### src/rtl/hdmi_info_frame_pkg.sv
// Shared definitions for the HDMI InfoFrame builder: FSM states, type codes
// and payload size limit.
package hdmi_info_frame_pkg;

  typedef enum logic [1:0] {
    ST_IDLE,
    ST_SUM,
    ST_LOAD
  } build_state_t;

  localparam logic [6:0] IF_TYPE_AVI   = 7'd2;
  localparam logic [6:0] IF_TYPE_SPD   = 7'd3;
  localparam logic [6:0] IF_TYPE_AUDIO = 7'd4;

  localparam int unsigned MAX_PAYLOAD = 27;

endpackage

### src/rtl/info_frame_checksum_acc.sv
// Serial modulo-256 byte accumulator used to form the InfoFrame checksum.
module info_frame_checksum_acc (
  input  logic       clk,
  input  logic       rst,
  input  logic       clear,
  input  logic       add,
  input  logic [7:0] data,
  output logic [7:0] result
);

  logic [7:0] acc;

  always_ff @(posedge clk or posedge rst) begin
    if (rst) begin
      acc <= '0;
    end else if (clear) begin
      acc <= '0;
    end else if (add) begin
      acc <= acc + data;
    end
  end

  assign result = acc;

endmodule

### src/rtl/info_frame_builder.sv
// Double-buffered InfoFrame builder: bytes land in a shadow buffer, a commit
// checksums them serially and publishes the result to the active buffer.
module info_frame_builder
  import hdmi_info_frame_pkg::*;
#(
  parameter logic [6:0] TYPE          = IF_TYPE_SPD,
  parameter logic [7:0] VERSION       = 8'd1,
  parameter logic [4:0] LENGTH        = 5'd25,
  parameter logic       ASCII0_AS_NUL = 1'b1
) (
  input  logic             clk_pixel,
  input  logic             reset,
  input  logic             wr_en,
  input  logic [4:0]       wr_addr,
  input  logic [7:0]       wr_data,
  input  logic             commit,
  output logic             busy,
  output logic             write_err,
  output logic             frame_valid,
  output logic             updated,
  output logic [23:0]      header,
  output logic [3:0][55:0] sub
);

  localparam logic [4:0]  LAST_IDX = LENGTH + 5'd2;
  localparam int unsigned LEN      = 32'(LENGTH);

  build_state_t state;
  logic [4:0]   idx;
  logic         pending;
  logic [7:0]   shadow [0:MAX_PAYLOAD];
  logic [7:0]   active [0:MAX_PAYLOAD];
  logic [7:0]   acc_sum;
  logic [7:0]   sum_byte;
  logic [7:0]   wr_byte;
  logic         wr_ok;
  logic         restart;
  logic         acc_clear;
  logic         acc_add;

  assign header  = {3'b000, LENGTH, VERSION, 1'b1, TYPE};
  assign wr_ok   = wr_en && !busy && (wr_addr != 5'd0) && (wr_addr <= LENGTH);
  assign wr_byte = (ASCII0_AS_NUL && (wr_data == 8'h30)) ? 8'h00 : wr_data;
  assign restart = pending || commit;

  // The accumulator is cleared on the same edge the FSM (re)enters SUM.
  assign acc_clear = ((state == ST_IDLE) && commit) || ((state == ST_LOAD) && restart);
  assign acc_add   = (state == ST_SUM);

  always_comb begin
    sum_byte = '0;
    case (idx)
      5'd0:    sum_byte = header[23:16];
      5'd1:    sum_byte = header[15:8];
      5'd2:    sum_byte = header[7:0];
      default: sum_byte = shadow[idx - 5'd2];
    endcase
  end

  info_frame_checksum_acc u_acc (
    .clk    (clk_pixel),
    .rst    (reset),
    .clear  (acc_clear),
    .add    (acc_add),
    .data   (sum_byte),
    .result (acc_sum)
  );

  always_ff @(posedge clk_pixel or posedge reset) begin
    if (reset) begin
      state       <= ST_IDLE;
      idx         <= '0;
      pending     <= 1'b0;
      busy        <= 1'b0;
      write_err   <= 1'b0;
      updated     <= 1'b0;
      frame_valid <= 1'b0;
      for (int unsigned i = 0; i <= MAX_PAYLOAD; i++) begin
        shadow[i] <= '0;
        active[i] <= '0;
      end
    end else begin
      updated   <= 1'b0;
      write_err <= wr_en && !wr_ok;
      if (wr_ok) begin
        shadow[wr_addr] <= wr_byte;
      end
      case (state)
        ST_IDLE: begin
          if (commit) begin
            state <= ST_SUM;
            busy  <= 1'b1;
            idx   <= '0;
          end
        end
        ST_SUM: begin
          if (commit) begin
            pending <= 1'b1;
          end
          idx <= idx + 5'd1;
          if (idx == LAST_IDX) begin
            state <= ST_LOAD;
          end
        end
        ST_LOAD: begin
          active[0] <= 8'd0 - acc_sum;
          for (int unsigned i = 1; i <= MAX_PAYLOAD; i++) begin
            active[i] <= (i <= LEN) ? shadow[i] : 8'h00;
          end
          updated     <= 1'b1;
          frame_valid <= 1'b1;
          if (restart) begin
            state   <= ST_SUM;
            idx     <= '0;
            pending <= 1'b0;
          end else begin
            state <= ST_IDLE;
            busy  <= 1'b0;
          end
        end
        default: begin
          state <= ST_IDLE;
          busy  <= 1'b0;
        end
      endcase
    end
  end

  always_comb begin
    sub = '0;
    for (int unsigned g = 0; g < 4; g++) begin
      for (int unsigned k = 0; k < 7; k++) begin
        sub[g][8*k +: 8] = active[7*g + k];
      end
    end
  end

endmodule

### config.mk
export PLATFORM = sky130hd
export DESIGN_NAME = info_frame_builder
export DESIGN_NICKNAME = d
export VERILOG_FILES = /design/src/rtl/hdmi_info_frame_pkg.sv /design/src/rtl/info_frame_checksum_acc.sv /design/src/rtl/info_frame_builder.sv
export SDC_FILE = /design/constraint.sdc
export NUM_CORES = 1
export LEC_CHECK = 0
export CORE_ASPECT_RATIO = 0.7
export CORE_MARGIN = 3
export CORE_UTILIZATION = 40
export DETAILED_ROUTE_END_ITERATION = 10
export GPL_ROUTABILITY_DRIVEN = 1
export PLACE_DENSITY_LB_ADDON = 0.15
export SLEW_MARGIN = 5
export SYNTH_ARGS = -nofsm -noshare
export SYNTH_HDL_FRONTEND = slang
export SYNTH_SLANG_ARGS = --single-unit
### constraint.sdc
create_clock -name clk_pixel -period 18 [get_ports clk_pixel]
set_input_delay 1.8 -clock clk_pixel [delete_from_list [all_inputs] [get_ports clk_pixel]]
set_output_delay 1.8 -clock clk_pixel [all_outputs]
set_load 0.01 [all_outputs]
## After elaboration in Yosys (flattened, before gate mapping)

Index checks and enable logic that the tools add are counted.
W data, S select, Z words.

| operators by class | value |
|---|---|
| equal/unequal tests | 11 |
| mux-type cells | 23 |
| reductions and logical operators | 21 |
| bitwise gates (word level) | 3 |
| add/sub/neg operators | 4 |
| magnitude comparators | 4 |

Operator list:

| kind | number |
|---|---|
| $bwmux W224 | 1 |
| $mux W8 | 6 |
| $bmux W8 S5 | 1 |
| $demux W8 S5 | 1 |
| $pmux W8 S3 | 1 |
| $pmux W5 S3 | 1 |
| $ge A6 B6 Y1 const B | 2 |
| $not A5 Y6 | 2 |
| $mux W5 | 2 |
| $reduce_and A3 Y1 | 3 |
| $add A8 B8 Y8 | 1 |
| $eq A8 B6 Y1 const B | 1 |
| $ne A2 B2 Y1 const B | 4 |
| $sub A1 B8 Y8 const A | 1 |
| $logic_and A1 B1 Y1 | 7 |
| $lt A6 B1 Y1 const B | 1 |
| $pmux W2 S3 | 1 |
| $add A5 B1 Y5 const B | 1 |
| $eq A5 B1 Y1 const B | 1 |
| $eq A5 B2 Y1 const B | 1 |
| $eq A5 B5 Y1 const B | 1 |
| $le A5 B5 Y1 const B | 1 |
| $logic_not A5 Y1 | 1 |
| $mux W1 | 5 |
| other kinds (15) | 19 |

| word-level totals | value |
|---|---|
| register bits after elaboration | 452 |
| word-level logic and storage cells | 128 |
| input bits | 17 |
| output and inout port bits | 252 |

## Logic depth before layout (Yosys ltp)

| depth | value |
|---|---|
| word-level depth | 9 |
| mapped depth | 17 |
| mapped depth without buffers | 16 |

## Hierarchy

From an unflattened synthesis, not the netlist that was laid out.

| second synthesis, totals | value |
|---|---|
| cell total of the unflattened synthesis | 1730 |
| area total of the unflattened synthesis | 19965.4 sq um |

By module, submodules not included:

| module | cells each | instances | area an instance (sq um) |
|---|---|---|---|
| info_frame_builder | 1663 | 1 | 19287.2 |
| info_frame_checksum_acc | 67 | 1 | 678.2 |

## Least setup slack after synthesis

Ideal clock, no wire load.

| timing path | value |
|---|---|
| kind | register -> register |
| from | register idx[1] |
| to | register u_acc.acc[6] (netlist: u_acc.result[6]) |
| setup slack | 14296 ps |
| cell stages (with the launch flop) | 17 |
| library setup time | 134 ps |
| arrival time | 3569 ps |
| path through | dfrtp_1 -> inv_1 -> ha_1 -> xor2_4 -> buf_2 -> mux2_2 -> a22oi_1 -> a21oi_1 -> or2_1 -> ha_1 -> fa_1 -> a21o_1 -> a21oi_1 -> o21bai_1 -> a21oi_1 -> xor2_1 -> o21ai_0 |

| between the ends | value |
|---|---|
| word-level cells in the longest chain between the ends | 9 |
| elaborated cells between the ends (all ways) | 12 |

Ends and longest elaborated chain:

| what | RTL line | RTL |
|---|---|---|
| start, declared | info_frame_builder.sv:29 | `logic [4:0] idx;` |
| start signal, assigned | info_frame_builder.sv:100 | `idx <= idx + 5'd1;` |
| $sub A5 B2 Y5 | info_frame_builder.sv:56 | `default: sum_byte = shadow[idx - 5'd2];` |
| $not A5 Y6 (not written as such) | info_frame_builder.sv:56 |  |
| $bmux W8 S5 | info_frame_builder.sv:56 |  |
| $mux W8 (not written as such) (2 in series) | info_frame_builder.sv:56 |  |
| $pmux W8 S3 (*) | info_frame_builder.sv:52 | `case (idx)` |
| $add A8 B8 Y8 (*) | info_frame_checksum_acc.sv:19 | `acc <= acc + data;` |
| $mux W8 (*) | info_frame_checksum_acc.sv:18 | `end else if (add) begin` |
| $mux W8 (*) | info_frame_checksum_acc.sv:16 | `end else if (clear) begin` |
| end signal, assigned | info_frame_checksum_acc.sv:19 |  |
| end, declared | info_frame_checksum_acc.sv:11 | `logic [7:0] acc;` |

Mark *: on every way between the ends. The rest lies on a longest branch, timed or not. The select of a mux whose other input is x is not followed.
A chain may end at the register's enable or synchronous reset.

## Worst setup path after layout

Ends and elaborated chain as after synthesis.

==> flow_metrics.tcl <==
set metrics [dict create \
    route.detailed.drc 0 \
    cts_resized 0 \
    place_congestion 0.850 \
    num_vias 13100 \
    fp-row-count 67 \
    via_per_inst 5.11 \
    synth-seq-cells 452 \
    synth_cell_types 51 \
    synth.avg_cell_area_um2 11.5 \
    critPathLaunchType "flip-flop" \
    p_seq_share_pct 43.3 \
    final_antenna_net_count 0 \
    cts-root-buf "clkbuf_16" \
    finalSetupTns_ns 0 \
    fin_cells 2561 \
    worstSetupEndpointType "flip-flop" \
    routedWlPerCell_um 21.2 \
    synth_xor_area_share_pct 0.815 \
    rrSetupSlack_ns 13.28 \
    die_h_um 191 \
    hold_buffers 0 \
    synth_ff_type "dfrtp_1" \
    synth_top_family_by_area "multiplexers" \
    p_int_w 0.00193 \
    drive_gt1_share_pct 20.3 \
    synth-compound-area-share_pct 1.85 \
    synth_fa_ha_area_share_pct 1.00 \
    numCtsBuffers 46 \
    initial_core_util_pct 40.6 \
    skew_ns 0.0112 \
    r2r_end "u_acc.result[6]" \
    hold_viol_final 0 \
    cts_tree "yes" \
    fp.dieW_um 270 \
    place_inst 2477 \
    clkPwrFrac_pct 34.9 \
    setup_viol 0 \
    totalWireLength_um 54200 \
    hold_path_startpoint "shadow[3]" \
    port_buffers 228 \
    switching_share_pct 30.1 \
    power_leakage_nw 11.7 \
    dieArea_um2 51500 \
    synthArstFlopShare_pct 100 \
    ys.warnings.count 0 \
    final_cell_mix "631 x nand2_1, 450 x dfrtp_1, 228 x clkdlybuf4s50_1" \
    yosysSeqAreaShare_pct 58.0 \
    worstMarginPinSlew_ns 1.20 \
    path_max_fanout 33 \
    clock_latency_ns 0.56 \
    p_sw_w 0.000831 \
    max-vdd-ir-drop_mv 0.0565 \
    core_um2 48000 \
    grt_pass1_wl_um 83500 \
    htree_levels 2 \
    post_cts_buffers 0 \
    hold_end "shadow[3]" \
    max_cap_violations 0 \
    grt_max_degree 171 \
    critPathRequiredTime_ns 18.43 \
    first_iter_violations 1105 \
    arrival_ns 5.15 \
    clock_sinks 452 \
    powerDensity_nw_per_um2 117 \
    report.final.slew_viol_count 0 \
    rr_startpoint "idx[1]" \
    final_nets 1902 \
    synthCells 1696 \
    slew_headroom_pct 20.1 \
    hold_depth 0 \
    worst_r2r_path_depth 14 \
    mostFrequentLayoutCell "nand2_1" \
    dpl.hpwl_um 36400 \
    fillCellCount 4360 \
    synthSimpleGateAreaFrac_pct 14.6 \
    period_needed_ns 4.72 \
    gr-total-overflow 0 \
    p_comb_share_pct 21.9 \
    status "complete, no violations" \
    ctsLongestPathBuffers 3 \
    areaGrowthSynthToFinish_pct 21.1 \
    netlist_area_um2 19500 \
    critPathKind "reg -> reg" \
    max_freq_mhz 212 \
    clk_pin_slew_ns 0.06 \
    period_share_pct 26.2 \
    grt_usage_pct 21.2 \
    synth-edff-count 0 \
    antenna_found_initial 4 \
    grt_pass1_vias 13300 \
    firstDrtPassIters 5 \
    hp-class "reg -> reg" \
    ios 269 \
    rsz0062_at_grt "false" \
    muxShareOfSynthArea_pct 19.4 \
]
## final cells by class
class	instances	area [um2]	share of cell area [%]
sequential	452	11300	47.9
tap	655	820	3.47
timing repair buffer	243	2410	10.2
multi-input combinational	1118	7510	31.8
clock buffer	72	1390	5.89
inverter	9	46.3	0.196
antenna	1	2.50	0.0106
clock inverter	11	111	0.472
## Yosys cell counts (all sizes together) (3+ instances only)
cell type | number | share of area [%]
or2 | 5 | 0.16
or3 | 3 | 0.096
dfrtp | 452 | 58
xnor2 | 5 | 0.22
inv | 8 | 0.15
a21boi | 3 | 0.12
a22oi | 7 | 0.27
a211oi | 4 | 0.15
nand3b | 5 | 0.19
o21ai | 22 | 0.56
o31ai | 3 | 0.12
or3b | 3 | 0.13
nand3 | 6 | 0.15
mux4 | 61 | 7.1
a21o | 3 | 0.12
mux2i | 6 | 0.31
a21oi | 7 | 0.18
nor2 | 42 | 1.1
nor3 | 6 | 0.15
nand2 | 632 | 12
ha | 14 | 0.90
buf | 63 | 2.3
xor2 | 11 | 0.59
mux2 | 208 | 12
clkbuf | 92 | 1.8
## layer usage
metal	vias up	global-route usage [%]	part of all wire, %
met3	50	5.52	7.1
met5	-	0	0.020
met4	2	4.19	1.3
met1	6772	32.2	48
met2	336	30.7	43
li1	5915	-	-
## power groups by stage
stage / registers, W / clock network, W / logic, W
CTS: 0.00119 / 0.000988 / 0.000604
floorplan: 0.00116 / 0 / 0.000491
finish: 0.00119 / 0.000961 / 0.000603
global route: 0.00121 / 0.00103 / 0.000664
global placement: 0.00121 / 0 / 0.000593
detailed placement: 0.00121 / 0 / 0.000600
## sequential cells by signal, indices dropped and copies added (netlist names)
name	cells
state	2
frame_valid	1
updated	1
busy	1
sub	208
write_err	1
pending	1
u_acc.result	8
shadow	224
idx	5
## critical path, cell delays in order (launching register included)
cell	delay (ns)
dfrtp_4	0.79
buf_4	0.64
mux4_2	0.63
mux4_2	0.50
nor2_1	0.11
a21oi_1	0.05
or2_1	0.26
ha_1	0.21
fa_1	0.41
a21o_1	0.17
a21oi_1	0.23
o21bai_1	0.11
a21oi_1	0.19
xor2_1	0.16
o21ai_0	0.09
## worst max-delay path by stage
stage | cells after the start | start | endpoint | slack, ns
finish | 14 | idx[1] | u_acc.result[6] | 13.28
global route | 13 | idx[1] | u_acc.result[7] | 12.89
CTS | 14 | idx[1] | u_acc.result[6] | 13.20
detailed placement | 4 | reset | idx[1] | 13.00
global placement | 4 | reset | idx[1] | 13.04
floorplan | 1 | reset | busy | 3.60
## through the flow
| step | setup slack [ns] | utilization [%] | hold slack (ns) | cell area (um2) | power, W |
|---|---|---|---|---|---|
| finish | 13.28 | 49.1 | 0.373 | 23600 | 0.00276 |
| global route | 12.89 | 49.1 | 0.383 | 23600 | 0.00290 |
| CTS | 13.20 | 49.1 | 0.376 | 23600 | 0.00278 |
| detailed placement | 13.00 | 46.0 | 0.362 | 22100 | 0.00181 |
| global placement | 13.04 | 46.0 | 0.360 | 22100 | 0.00180 |
| floorplan | 3.60 | - | 0.424 | 19600 | 0.00165 |
## kinds of logic after synthesis
logic type,after synthesis
other,2
flip-flops,452
XOR/XNOR,16
AO/OA/AOI/OAI,58
multiplexers,275
buffers and inverters,164
AND/OR/NAND/NOR,714
adder cells (fa/ha/maj),15
No activity file was read; power rests on OpenSTA's default activity.
